===== src/rtl/sgen_nco_fcw_est.sv =====
// Recovers the phase of a (sin, cos) sample pair with a vectoring CORDIC and estimates the
// NCO frequency control word as the wrapped phase step between successive samples.
module sgen_nco_fcw_est #(
  parameter int gp_rom_width        = 11,
  parameter int gp_phase_accu_width = 16,
  parameter int gp_iterations       = 14
) (
  input  logic                           i_clk,
  input  logic                           i_rst_a,
  input  logic                           i_ena,
  input  logic                           i_valid,
  input  logic [gp_rom_width:0]          i_sin,
  input  logic [gp_rom_width:0]          i_cos,
  output logic                           o_busy,
  output logic                           o_valid,
  output logic                           o_fcw_vld,
  output logic [gp_phase_accu_width-1:0] o_phase,
  output logic [gp_phase_accu_width-1:0] o_fcw,
  output logic                           o_ovf
);

  localparam int  W  = gp_phase_accu_width;
  localparam int  IT = gp_iterations;
  // Fractional guard bits under the sample LSB keep shift truncation noise below one phase LSB.
  localparam int  GB = 4;
  localparam int  XW = gp_rom_width + 3 + GB;
  localparam int  CW = $clog2(IT);
  localparam int  TW = 2 ** CW;
  localparam real PI = 3.14159265358979323846;

  function automatic logic [W-1:0] atan_lsb(input int i);
    real r;
    r = $atan(1.0 / (2.0 ** i)) / (2.0 * PI) * (2.0 ** W);
    return W'($rtoi(r + 0.5));
  endfunction

  typedef enum logic [1:0] {
    S_IDLE = 2'd0,
    S_ITER = 2'd1,
    S_DONE = 2'd2
  } state_t;

  state_t               state_r;
  logic signed [XW-1:0] x_r;
  logic signed [XW-1:0] y_r;
  logic signed [XW-1:0] sin_ext_s;
  logic signed [XW-1:0] cos_ext_s;
  logic signed [XW-1:0] x_sh_s;
  logic signed [XW-1:0] y_sh_s;
  logic [W-1:0]         z_r;
  logic [W-1:0]         prev_phase_r;
  logic [W-1:0]         atan_cur_s;
  logic [W-1:0]         phase_s;
  logic [CW-1:0]        iter_r;
  logic                 prev_ok_r;
  logic                 zero_r;
  logic [W-1:0]         atan_s [TW];

  for (genvar g = 0; g < TW; g++) begin : g_atan
    if (g < IT) begin : g_used
      localparam logic [W-1:0] ATAN_C = atan_lsb(g);
      assign atan_s[g] = ATAN_C;
    end else begin : g_pad
      assign atan_s[g] = {W{1'b0}};
    end
  end

  assign sin_ext_s  = XW'($signed(i_sin)) <<< GB;
  assign cos_ext_s  = XW'($signed(i_cos)) <<< GB;
  assign x_sh_s     = x_r >>> iter_r;
  assign y_sh_s     = y_r >>> iter_r;
  assign atan_cur_s = atan_s[iter_r];
  assign phase_s    = zero_r ? {W{1'b0}} : z_r;

  // Sample accept, CORDIC micro-rotations, result publication and overflow tracking.
  always_ff @(posedge i_clk or posedge i_rst_a) begin
    if (i_rst_a) begin
      state_r      <= S_IDLE;
      x_r          <= {XW{1'b0}};
      y_r          <= {XW{1'b0}};
      z_r          <= {W{1'b0}};
      iter_r       <= {CW{1'b0}};
      zero_r       <= 1'b0;
      prev_phase_r <= {W{1'b0}};
      prev_ok_r    <= 1'b0;
      o_busy       <= 1'b0;
      o_valid      <= 1'b0;
      o_fcw_vld    <= 1'b0;
      o_phase      <= {W{1'b0}};
      o_fcw        <= {W{1'b0}};
      o_ovf        <= 1'b0;
    end else begin
      o_valid <= 1'b0;
      if (i_valid && (state_r != S_IDLE)) begin
        o_ovf <= 1'b1;
      end
      if (!i_ena) begin
        state_r   <= S_IDLE;
        prev_ok_r <= 1'b0;
        o_busy    <= 1'b0;
      end else begin
        case (state_r)
          S_IDLE: begin
            if (i_valid) begin
              // Fold the left half-plane onto the right so the CORDIC range suffices.
              if (cos_ext_s < 0) begin
                x_r <= -cos_ext_s;
                y_r <= -sin_ext_s;
                z_r <= {1'b1, {(W-1){1'b0}}};
              end else begin
                x_r <= cos_ext_s;
                y_r <= sin_ext_s;
                z_r <= {W{1'b0}};
              end
              zero_r  <= (i_sin == {(gp_rom_width+1){1'b0}}) && (i_cos == {(gp_rom_width+1){1'b0}});
              iter_r  <= {CW{1'b0}};
              o_busy  <= 1'b1;
              state_r <= S_ITER;
            end
          end
          S_ITER: begin
            if (!y_r[XW-1]) begin
              x_r <= x_r + y_sh_s;
              y_r <= y_r - x_sh_s;
              z_r <= z_r + atan_cur_s;
            end else begin
              x_r <= x_r - y_sh_s;
              y_r <= y_r + x_sh_s;
              z_r <= z_r - atan_cur_s;
            end
            iter_r <= iter_r + 1'b1;
            if (iter_r == CW'(IT - 1)) begin
              state_r <= S_DONE;
            end
          end
          S_DONE: begin
            o_phase      <= phase_s;
            o_fcw        <= phase_s - prev_phase_r;
            o_fcw_vld    <= prev_ok_r;
            o_valid      <= 1'b1;
            prev_phase_r <= phase_s;
            prev_ok_r    <= 1'b1;
            o_busy       <= 1'b0;
            state_r      <= S_IDLE;
          end
          default: begin
            o_busy  <= 1'b0;
            state_r <= S_IDLE;
          end
        endcase
      end
    end
  end

endmodule


===== config.mk =====
export PLATFORM = sky130hd
export DESIGN_NAME = sgen_nco_fcw_est
export DESIGN_NICKNAME = d
export VERILOG_FILES = /design/src/rtl/sgen_nco_fcw_est.sv
export SDC_FILE = /design/constraint.sdc
export NUM_CORES = 1
export LEC_CHECK = 0
export ABC_CLOCK_PERIOD_IN_PS = 4700
export BUFFER_PORTS_ARGS = -buffer_cell sky130_fd_sc_hd__buf_2
export CAP_MARGIN = 30
export CELL_PAD_IN_SITES_DETAIL_PLACEMENT = 1
export CELL_PAD_IN_SITES_GLOBAL_PLACEMENT = 1
export CORE_MARGIN = 3
export CORE_UTILIZATION = 43
export CTS_CLUSTER_DIAMETER = 40
export DETAILED_ROUTE_END_ITERATION = 12
export PLACE_DENSITY = 0.75
export SLEW_MARGIN = 5
export SYNTH_ARGS = -nofsm -noshare
export SYNTH_HDL_FRONTEND = slang
export SYNTH_SLANG_ARGS = --single-unit

===== constraint.sdc =====
create_clock -name i_clk -period 4.7 [get_ports i_clk]
set_input_delay 0.47 -clock i_clk [delete_from_list [all_inputs] [get_ports i_clk]]
set_output_delay 0.47 -clock i_clk [all_outputs]
set_load 0.02 [all_outputs]

==> impl_metrics.tcl <==
set metrics [dict create \
    status "finished, violations left" \
    violations "negative setup slack" \
    root_buffer "clkbuf_16" \
    async_reset_ff_frac 1.00 \
    fmax_ghz 0.210 \
    cts_buffers 9 \
    crit_chain "buf_6 -> buf_12 -> mux2_2 -> mux4_2 -> or3_4 -> a21boi_4 -> buf_4 -> and3_1 -> nor2_1 -> xnor2_1 -> ha_1 -> o21ai_0 -> nand2b_1 -> o311a_1 -> o41ai_4 -> o211a_1 -> buf_6 -> xor2_1 -> o221ai_1 -> o21a_1" \
    cp-end-kind "register" \
    p_leak_nw 5.58 \
    antenna_found_initial 0 \
    crit_buf_inv 4 \
    fin_crit_ps 4760 \
    grt_first_pass_wirelength_um 57500 \
    synth.cell_area_mm2 0.0102 \
    synth.distinct_cells 80 \
    crit_path_frequent_cell "buf_6" \
    worst_slack_ps -63.5 \
    dieArea_mm2 0.0256 \
    final_antenna_net_count 0 \
    p_switching_mw 5.74 \
    power_mw 11.5 \
    swShare 0.500 \
    synth_nets 1377 \
    place_congestion 1.01 \
    die_y_um 160 \
    antenna_cells 0 \
    finalSetupTns_ps -90.8 \
    ys.warnings.count 0 \
    start_kind "register" \
    finalCritPeriodShare 1.01 \
    slew_viol_final 0 \
    r2r-end "x_r[15]" \
    totalWireLength_um 36500 \
    stdcell_count 1727 \
    vias_per_cell 5.97 \
    wl_per_cell_um 21.1 \
    combPwrFrac 0.812 \
    insertion_delay_ps 370 \
    htreeDepth 3 \
    slowest_delay_ps 520 \
    synthAdderAreaFrac 0.0997 \
    required_ps 4960 \
    cts_tree "done" \
    drc 0 \
    netlist_instances 1270 \
    cts.sinks 96 \
    peakVddDrop_v 0.000394 \
    synth-xor-area-share 0.0906 \
    dp_cells 1686 \
    clockBufferDepth 2 \
    setup_violations 3 \
    ff2ff_path_depth 20 \
    synth_top_family_by_area "compound AO/OA/AOI/OAI gates" \
    core_area_mm2 0.0230 \
    synth-simple-area-share 0.185 \
    route.vias.total 10300 \
    cp-startpoint "iter_r[1]" \
    ioPinCount 64 \
    final_net_count 1516 \
    grt_max_degree 51 \
    power_density_mw_per_mm2 927 \
    drt_iter0_drc 620 \
    fp.dieW_um 160 \
    start_util 0.444 \
    dr.pass1.iters 5 \
    area_growth_pct 21.3 \
    hold_violations 0 \
    fin_skew_ps 11.4 \
    hpwl_um 26900 \
    critical_path_cell_count 20 \
    path_max_fanout 8 \
    drive_above_1_share 0.234 \
    critPathTopFamily "compound AO/OA/AOI/OAI gates" \
    intPower_mw 5.74 \
    critPathSlowestCell "mux4_2" \
    whs_ps 18.9 \
    io_buffers 63 \
    tightest_slew_ps 873 \
    drv_cap 0 \
    synth_edf_count 0 \
    grt_pass1_vias 10700 \
    row_count 55 \
    gr-usage-all-layers 0.279 \
    r2r_start "iter_r[1]" \
    ys_ff_latch 96 \
    p_clk_frac 0.069 \
    crit_end "x_r[15]" \
    synth-main-ff-cell "dfrtp_1" \
    synth_compound_area_frac 0.224 \
    gr-total-overflow 0 \
    synth_seq_area_share 0.235 \
    seqPwrFrac 0.119 \
    synth.avg_cell_area_um2 8.04 \
    cp_data_arrival_time_ps 5030 \
    relSlewSlack 0.417 \
    synth_mux_area_frac 0.114 \
    crit_type "reg -> reg" \
    clk_pin_slew_ps 80 \
    rsz0062_at_grt "true" \
    hold_class "in -> async" \
    ff2ff_setup_slack_ps -60 \
]
Yosys cell counts, drive strengths merged (3+ instances only):
| library cell | instances | area, um^2 |
|---|---|---|
| mux4 | 28 | 638 |
| a221oi | 3 | 32.5 |
| a22oi | 3 | 22.5 |
| nor2b | 30 | 188 |
| a22o | 3 | 26.3 |
| and3 | 5 | 31.3 |
| a31oi | 13 | 81.3 |
| a21oi | 99 | 495 |
| nand2 | 165 | 619 |
| mux2 | 23 | 263 |
| buf | 19 | 124 |
| or2 | 5 | 31.3 |
| xnor2 | 58 | 508 |
| xor2 | 45 | 394 |
| o211a | 3 | 30.0 |
| mux2i | 26 | 260 |
| o21ai | 137 | 686 |
| nand3 | 20 | 100 |
| inv | 59 | 221 |
| a41oi | 3 | 26.3 |
| o41ai | 7 | 61.3 |
| nor3 | 28 | 145 |
| o21bai | 4 | 30.0 |
| nand4 | 5 | 31.3 |
| clkbuf | 47 | 176 |
| or3 | 13 | 81.3 |
| a211oi | 5 | 37.5 |
| nor4 | 5 | 46.3 |
| o211ai | 12 | 90.1 |
| o22ai | 13 | 81.3 |
| ha | 75 | 938 |
| fa | 4 | 80.1 |
| o2111ai | 6 | 70.1 |
| nand2b | 19 | 119 |
| dfrtp | 96 | 2400 |
| o31ai | 10 | 75.1 |
| a21o | 15 | 113 |
| a21boi | 5 | 41.3 |
| nor2 | 107 | 402 |
| o21a | 14 | 105 |
worst min-delay path by stage:
stage,start,to,slack (ps),cells past startpoint
3_3_place_gp,i_rst_a,x_r[9],410,2
3_5_place_dp,i_rst_a,x_r[9],410,2
5_1_grt,i_rst_a,x_r[9],30,2
2_1_floorplan,prev_ok_r,o_fcw_vld,440,2
6_report,i_rst_a,x_r[9],20,2
4_1_cts,i_rst_a,x_r[9],20,2
cell usage in the layout (no fill, tap or decap), drive strengths merged, types with 6 or more instances in the layout:
| cell | n |
|---|---|
| o2111ai | 6 |
| ha | 75 |
| buf | 193 |
| or3 | 13 |
| o21a | 14 |
| nand2 | 165 |
| nor2 | 107 |
| dfrtp | 96 |
| inv | 62 |
| clkbuf | 10 |
| o22ai | 13 |
| xnor2 | 58 |
| nand2b | 19 |
| nor3 | 28 |
| o41ai | 7 |
| mux2i | 26 |
| nor2b | 30 |
| a21o | 15 |
| xor2 | 45 |
| o31ai | 10 |
| nand3 | 20 |
| o211ai | 12 |
| a21oi | 99 |
| mux2 | 23 |
| a31oi | 13 |
| o21ai | 137 |
| mux4 | 28 |
layout make-up:
cell class	count	area [um^2]
fill	2864	10600
tap	313	392
multi-input combinational	1047	7620
clock inverter	6	61.3
sequential	96	2410
inverter	61	231
timing repair buffer	194	1440
clock buffer	10	239
power groups by stage:
| stage | Combinational, mW | Sequential, mW | Clock (mW) |
|---|---|---|---|
| after global routing | 10.2 | 1.39 | 0.832 |
| after floorplan | 5.69 | 1.22 | 0 |
| final | 9.32 | 1.37 | 0.789 |
| after CTS | 8.50 | 1.35 | 0.799 |
| after detailed placement | 8.12 | 1.37 | 0 |
| after global placement | 7.87 | 1.36 | 0 |
logic make-up (layout without fill, tap and decap cells):
group / after synthesis / in the layout
AOI/OAI and AO/OA: 375 / 375
xor gates and xnor gates: 104 / 104
adders and majority gates: 79 / 79
buffers and inverters: 127 / 271
DFF: 96 / 96
muxes: 77 / 77
and+or+nand+nor: 412 / 412
sequential cells by signal, summed over array words and instances, names as in the netlist:
name and cells:
o_fcw 16, o_ovf 1, o_valid 1, x_r 18, z_r 16, y_r 18
iter_r 4, o_busy 1, state_r 2, o_fcw_vld 1, zero_r 1, prev_phase_r 16
prev_ok_r 1
per-stage QoR:
| step | worst slack [ps] | instance area, um^2 | utilization |
|---|---|---|---|
| after floorplan | 24.6 | 10200 | - |
| after global placement | 31.9 | 11500 | 0.500 |
| after detailed placement | -109 | 11500 | 0.500 |
| after CTS | 1.67 | 12000 | 0.523 |
| after global routing | -256 | 12400 | 0.539 |
| final | -63.5 | 12400 | 0.539 |
routing by layer:
layer	vias to the layer above	global-route usage	wire [um]
met1	5135	0.346	15200
met5	-	0	0
met2	274	0.501	18700
met4	0	0.104	1320
li1	4824	-	-
met3	85	0.0262	1290
what timing repair did:
action | in CTS | in global routing
cloned | 1 | 0
setup buffers | 12 | 11
hold buffers | 0 | 0
gates resized for setup | 29 | 64
pin swaps | 12 | 39
endpoints found under the setup margin | 11 | 16
No activity file was read; power rests on OpenSTA's default activity.
